File: src/rtl/br_pred_update_pkg.sv
// br_pred_update_pkg: 2-bit saturating counter type, reset value and training function
package br_pred_update_pkg;
   typedef logic [1:0] lc3b_sat2;
   localparam lc3b_sat2 SAT2_WNT = 2'b01;
   function automatic lc3b_sat2 sat2_next(lc3b_sat2 c, logic up);
      return up ? ((c == 2'b11) ? c : c + 2'b01) : ((c == 2'b00) ? c : c - 2'b01);
   endfunction
endpackage

File: src/rtl/br_pred_update_sat2_table.sv
// br_pred_update_sat2_table: 2**iw x 2-bit saturating counters, one async read port, one train port
//   clk, reset         clock, async active-high reset (all entries -> SAT2_WNT)
//   rd_index/rd_data   combinational lookup; a same-edge train is not forwarded
//   wr_en/wr_index/wr_up  train the addressed counter up (taken) or down
module br_pred_update_sat2_table
   import br_pred_update_pkg::*;
#(
   parameter int iw = 6
) (
   input  logic          clk,
   input  logic          reset,
   input  logic [iw-1:0] rd_index,
   output lc3b_sat2      rd_data,
   input  logic          wr_en,
   input  logic [iw-1:0] wr_index,
   input  logic          wr_up
);
   lc3b_sat2 mem [2**iw];
   assign rd_data = mem[rd_index];
   always_ff @(posedge clk or posedge reset)
      if (reset)
         for (int i = 0; i < 2**iw; i++) mem[i] <= SAT2_WNT;
      else if (wr_en)
         mem[wr_index] <= sat2_next(mem[wr_index], wr_up);
endmodule

File: src/rtl/br_pred_update.sv
// br_pred_update: tournament branch predictor state, IF lookup and EX resolution
//   clk, reset            clock, async active-high reset
//   lk_local_index/lk_global_index  IF lookup indices
//   lk_pred, lk_taken     {local, global} counter MSBs and chooser-selected prediction
//   ghr                   non-speculative global history, newest outcome in bit 0
//   upd_*                 resolved branch from EX with the prediction fields carried down the pipe
//   mispredict            registered pulse the cycle after a wrongly predicted resolution
module br_pred_update
   import br_pred_update_pkg::*;
#(
   parameter int ls = 8,
   parameter int gs = 6
) (
   input  logic          clk,
   input  logic          reset,
   input  logic [ls-1:0] lk_local_index,
   input  logic [gs-1:0] lk_global_index,
   output logic [1:0]    lk_pred,
   output logic          lk_taken,
   output logic [gs-1:0] ghr,
   input  logic          upd_valid,
   input  logic          upd_actual_taken,
   input  logic          upd_pred_taken,
   input  logic [1:0]    upd_pred,
   input  logic [ls-1:0] upd_local_index,
   input  logic [gs-1:0] upd_global_index,
   output logic          mispredict
);
   lc3b_sat2 local_ctr, global_ctr, chooser_ctr;
   // chooser only learns when the two components disagreed; then exactly one was right
   logic ch_en, ch_up;
   assign ch_en = upd_valid & (upd_pred[1] ^ upd_pred[0]);
   assign ch_up = (upd_pred[0] == upd_actual_taken);
   br_pred_update_sat2_table #(.iw(ls)) u_local (
      .clk(clk), .reset(reset), .rd_index(lk_local_index), .rd_data(local_ctr),
      .wr_en(upd_valid), .wr_index(upd_local_index), .wr_up(upd_actual_taken));
   br_pred_update_sat2_table #(.iw(gs)) u_global (
      .clk(clk), .reset(reset), .rd_index(lk_global_index), .rd_data(global_ctr),
      .wr_en(upd_valid), .wr_index(upd_global_index), .wr_up(upd_actual_taken));
   br_pred_update_sat2_table #(.iw(gs)) u_chooser (
      .clk(clk), .reset(reset), .rd_index(lk_global_index), .rd_data(chooser_ctr),
      .wr_en(ch_en), .wr_index(upd_global_index), .wr_up(ch_up));
   assign lk_pred  = {local_ctr[1], global_ctr[1]};
   assign lk_taken = chooser_ctr[1] ? global_ctr[1] : local_ctr[1];
   always_ff @(posedge clk or posedge reset)
      if (reset) begin
         ghr        <= '0;
         mispredict <= 1'b0;
      end else begin
         if (upd_valid) ghr <= {ghr[gs-2:0], upd_actual_taken};
         mispredict <= upd_valid & (upd_pred_taken != upd_actual_taken);
      end
endmodule

File: config.mk
export PLATFORM = sky130hd
export DESIGN_NAME = br_pred_update
export DESIGN_NICKNAME = d
export VERILOG_FILES = /design/src/rtl/br_pred_update_pkg.sv /design/src/rtl/br_pred_update_sat2_table.sv /design/src/rtl/br_pred_update.sv
export SDC_FILE = /design/constraint.sdc
export NUM_CORES = 2
export LEC_CHECK = 0
export CELL_PAD_IN_SITES_DETAIL_PLACEMENT = 1
export CELL_PAD_IN_SITES_GLOBAL_PLACEMENT = 1
export CORE_MARGIN = 2
export CORE_UTILIZATION = 55
export CTS_BUF_LIST = sky130_fd_sc_hd__clkbuf_4 sky130_fd_sc_hd__clkbuf_8
export CTS_CLUSTER_SIZE = 28
export DETAILED_ROUTE_END_ITERATION = 10
export PLACE_DENSITY = 0.82
export SLEW_MARGIN = 25
export SYNTH_ARGS = -nofsm -noshare
export SYNTH_HDL_FRONTEND = slang
export SYNTH_SLANG_ARGS = --single-unit
File: constraint.sdc
create_clock -name clk -period 38 [get_ports clk]
set_clock_uncertainty 0.05 [all_clocks]
set_input_delay 3.8 -clock clk [delete_from_list [all_inputs] [get_ports clk]]
set_output_delay 3.8 -clock clk [all_outputs]
set_load 0.01 [all_outputs]
# After elaboration in Yosys (flattened, before gate mapping)
# Index checks and enable logic that the tools add are counted.
# Widths: inputs -> output; s select.
# totals
ff_bits	775
output_inout_bits	10
elab_cells	450
inputBits	35
# classes
n_eq_ne	5
magnitude_cmp	6
reduce_logical	5
addsub	6
n_bitwise	7
n_mux	35
# op_table
cell	count
$bwmux 512	1
$bwmux 128	2
$bmux 2 s6	4
$mux 2	23
$bmux 2 s8	2
$ge 9x9->1 const B	2
$not 8->9	2
$demux 2 s8	1
$ge 7x7->1 const B	2
$not 6->7	2
$demux 2 s6	1
$lt 9x1->1 const B	1
$lt 7x1->1 const B	1
$add 2x1->2 const B	3
$eq 2x2->1 const B	3
$logic_not 2->1	3
$sub 2x1->2 const B	3
$and 1x1->1	2
$logic_and 1x1->1	2
$eq 1x1->1	1
$mux 1	1
$ne 1x1->1	1
$xor 1x1->1	1

# Logic depth before layout (Yosys ltp)
# logic_depth
depth_word	8
mapped_depth	16
ltp_nobuf	8

# Cells and area by module
# A second synthesis with hierarchy kept.
# hier_totals
cells_unflattened	3779
area_unflattened_um2	43954.7
# by_module_without_submodules
mod	n_inst	area_per_inst_um2	seq_area_each_um2	cells_per_inst
br_pred_update_sat2_table (u_local)	1	28665.0	13132.6	2402
br_pred_update_sat2_table (u_chooser)	1	7588.5	3283.1	664
br_pred_update_sat2_table (u_global)	1	7368.3	3283.1	692
br_pred_update	1	332.8	175.2	21

# Worst setup path before layout
# No wires, ideal clock.
# synth_timing
path_kind	input to output
start	input port lk_local_index[0]
end	output port lk_taken
stages	9
path_buffers	3
setup_slack_ns	27.417
t_arrival_ns	6.733
required_ns	34.150
cell_sequence	buf_2 buf_2 buf_2 mux4_2 mux4_2 a22oi_1 nand2_1 mux4_2 mux2_2
# synth_via
elab_chain_len	5
# synth_rtl
item	line_no	source
from (decl)	br_pred_update.sv:16	input logic [ls-1:0] lk_local_index,
$not 8->9 (not written as such)	br_pred_update_sat2_table.sv:19	assign rd_data = mem[rd_index];
$bmux 2 s8	br_pred_update_sat2_table.sv:19	
$mux 2 (not written as such) (2 in a row)	br_pred_update_sat2_table.sv:19	
net lk_pred[1]	br_pred_update.sv:18	output logic [1:0] lk_pred,
$mux 1	br_pred_update.sv:44	assign lk_taken = chooser_ctr[1] ? global_ctr[1] : local_ctr[1];
to (decl)	br_pred_update.sv:19	output logic lk_taken,
# The timed path passes the listed nets, and every way through them passes these cells. The select of a mux whose other input is x is not followed.

# Worst setup path in the final report
# layout_timing
start	input port lk_local_index[0]
end	output port lk_taken
# layout_via
elab_chain_len	5
# layout_rtl
item	line_no
$not 8->9 (not written as such)	br_pred_update_sat2_table.sv:19
$bmux 2 s8	br_pred_update_sat2_table.sv:19
$mux 2 (not written as such) (2 in a row)	br_pred_update_sat2_table.sv:19
$mux 1	br_pred_update.sv:44
# No other way between the ends. The select of a mux whose other input is x is not followed.

==> flow_summary.yaml <==
yosys:
  synth_edf_count: 0
  seq_area_frac_synth_pct: 50.74
  syn-cell-area_sq_mm: 0.03917
  synthArstFlopShare_pct: 100.0
  syn-num-nets: 3707
  synth_cells: 3672
  ys_ff_latch: 775
  synth_ff_type: "dfrtp_1"
  synth.distinct_cells: 64
  synth.avg_cell_area_sq_um: 10.67
  ys_warn_count: 0
setup_path:
  start_kind: "input port"
  critical_path_class: "in -> out"
  cpMostUsedCell: "mux4_2"
  cpMaxStageDelayCell: "buf_4"
  path_cells: "buf_4, buf_4, mux4_2, mux4_2, mux4_2, mux4_2, mux2_2, clkdlybuf4s50_1"
  worst-path-buf-inv: 3
  path_delay_family: "multiplexers"
  critPathArrivalTime_ns: 8.13
  critical_path_required_ns: 34.15
  crit_fanout: 44
  end_kind: "output pin"
  max_stage_delay_ns: 0.79
placed_design:
  port_buffers: 44
  dp.cells: 4483
  hpwl_microns: 86970
  place_congestion: 0.9408
final_layout:
  finalNonFillerCells: 4738
  layout_commonest_cell: "nand2_1"
  areaGrowthSynthToFinish_pct: 10.39
  mostFrequentLayoutCells: "1021 x nand2_1, 627 x o21ai_0, 391 x dfrtp_1"
  drive_gt1_share_pct: 30.24
  fin_nets: 3718
clocking:
  clk_pin_slew_ns: 0.06
  post_cts_resized: 0
  holdBufCountCts: 0
  cts_buffers: 137
  post-cts-setup-buffer-count: 0
  cts.sinks: 775
  root_buffer: "clkbuf_8"
  clock_path_buffers: 3
  h-tree-depth: 4
  insertion_delay_ns: 0.83
  cts_tree: "built"
grt:
  grt_pass1_vias: 34380
  grt_max_degree: 129
  grt_overflow: 0
  grt_pass1_wl_microns: 208800
  grtUsageTotal_pct: 37.42
  antenna_found_initial: 3
pwr:
  cellPowerDensity_mw_per_mm2: 47.26
  clkPwrFrac_pct: 40.8
  power.share.combinational_pct: 12.3
  peakVddDrop_mv: 0.02989
  seq_power_share_pct: 47.0
  leakage_nw: 16.75
  p_sw_share_pct: 27.80
  net-switching-power_uw: 568.0
  internal-power_mw: 1.475
route:
  finalWirelength_microns: 134200
  drt-vias-per-instance: 6.758
  dr.pass1.iters: 5
  drc: 0
  drtIter0Drc: 3683
  vias: 32020
  ant_nets: 0
  wl_per_cell_microns: 28.32
die:
  initial_core_util_pct: 55.73
  chipHeight_microns: 270.9
  rows: 97
  fp.dieW_microns: 270.9
  core_area_sq_mm: 0.07027
  ios: 45
  dieArea_sq_mm: 0.07336
outcome:
  status: "completed"
timing:
  setup_viol: 0
  hold_viol_final: 0
  slew_viol_final: 0
  tightest_slew_ns: 1.111
  rsz0062_at_grt: "no"
  finalCritPeriodShare_pct: 31.52
  period_needed_ns: 11.98
  max_clock_freq_mhz: 83.50
  relSlewSlack_pct: 25.69
  setup_tns_ns: 0
min_path:
  hold_path_class: "reg -> reg"
job:
  max-cap-violations: 0
-- per-layer routing --
| metal | GRT usage [%] | wire, microns |
|---|---|---|
| met5 | 0 | 0 |
| met4 | 18.38 | 6781 |
| met3 | 9.444 | 12970 |
| met2 | 57.42 | 62030 |
| met1 | 50.00 | 52390 |
-- worst register-to-register path, delay by kind of cell (launching register included) --
| kind | cells | cell delay [ns] |
|---|---|---|
| and+or+nand+nor | 1 | 0.12 |
| DFF | 1 | 0.46 |
| adders and majority gates | 1 | 0.85 |
| muxes | 1 | 0.50 |
| buffers and inverters | 2 | 1.60 |
| AOI/OAI and AO/OA | 5 | 1.98 |
-- kinds of logic (layout without fill, tap and decap cells) --
family          count (synthesis)  in the layout  synth area share [%]
fa+ha+maj                       6              6                0.1597
flops                         775            775                 50.74
buf+inv                       250            374                 3.060
other cells                     0              2                     0
mux                           414            414                 19.40
compound gates                919            919                 13.35
simple gates                 1303           1303                 13.17
xor+xnor                        5              5                0.1118
-- path summary, 6_finish.rpt --
check | from | to | slack, ns | cells past startpoint
max in group asynchronous | reset | u_local.mem[353] | 32.10 | 4
min | u_local.mem[22] | u_local.mem[22] | 0.42 | 2
max reg2reg | u_local.mem[481] | u_local.mem[174] | 32.34 | 10
min reg2reg | u_local.mem[22] | u_local.mem[22] | 0.42 | 2
min in group asynchronous | reset | u_chooser.mem[71] | 3.53 | 2
max | lk_local_index[0] | lk_taken | 26.02 | 8
-- power by group through the flow --
stage	Combinational (mW)	Clock, mW	Sequential, mW
6_report	0.251	0.833	0.959
2_1_floorplan	0.174	0	0.949
3_5_place_dp	0.245	0	0.969
3_3_place_gp	0.230	0	0.962
4_1_cts	0.247	0.841	0.957
5_1_grt	0.271	0.879	0.965
-- per-stage QoR --
stage          hold slack [ns]  instance area (sq um)  util, %  power (mW)  setup WS [ns]
2_1_floorplan           0.4033                  39170        -       1.123          13.03
3_3_place_gp            0.4085                  40190    57.19       1.192          26.14
3_5_place_dp            0.4165                  40230    57.25       1.214          26.07
4_1_cts                 0.4251                  43180    61.45       2.045          26.04
5_1_grt                 0.4318                  43230    61.52       2.114          25.88
6_report                0.4215                  43230    61.52       2.043          26.02
-- cell usage after synthesis, types with 9 or more instances --
master    count  area (sq um)
a21oi_1      87         435.4
a221oi_1     29         254.0
a22oi_1      61         457.9
and2_1       14         87.58
buf_1        23         86.33
buf_2        33         165.2
buf_4         9         67.56
buf_6        16         180.2
clkbuf_1    117         439.2
clkbuf_2     43         215.2
dfrtp_1     391          9784
dfstp_2     384         10090
mux2_2      100          1126
mux2i_1      48         480.5
mux4_2      266          5991
nand2_1    1021          3832
nand2b_1      9         56.30
nand3_1      18         90.09
nor2_1      174         653.1
nor2b_1      19         118.9
nor3_1       18         90.09
o21ai_0     627          3138
o21ai_2      40         350.3
o22ai_1      10         62.56
o31ai_1      21         157.7
-- final cells by class --
cell class / instances / area, sq um
Antenna cell: 2 / 5.005
Clock buffer: 231 / 2798
Clock inverter: 21 / 153.9
Fill cell: 7395 / 27040
Inverter: 8 / 37.54
Multi-Input combinational cell: 2647 / 18200
Sequential cell: 775 / 19870
Tap cell: 940 / 1176
Timing Repair Buffer: 114 / 987.2
-- registers in the layout (all words and copies together) (netlist names) --
name           flops
ghr                6
mispredict         1
u_chooser.mem    128
u_global.mem     128
u_local.mem      512
No activity file was read; power rests on OpenSTA's default activity.
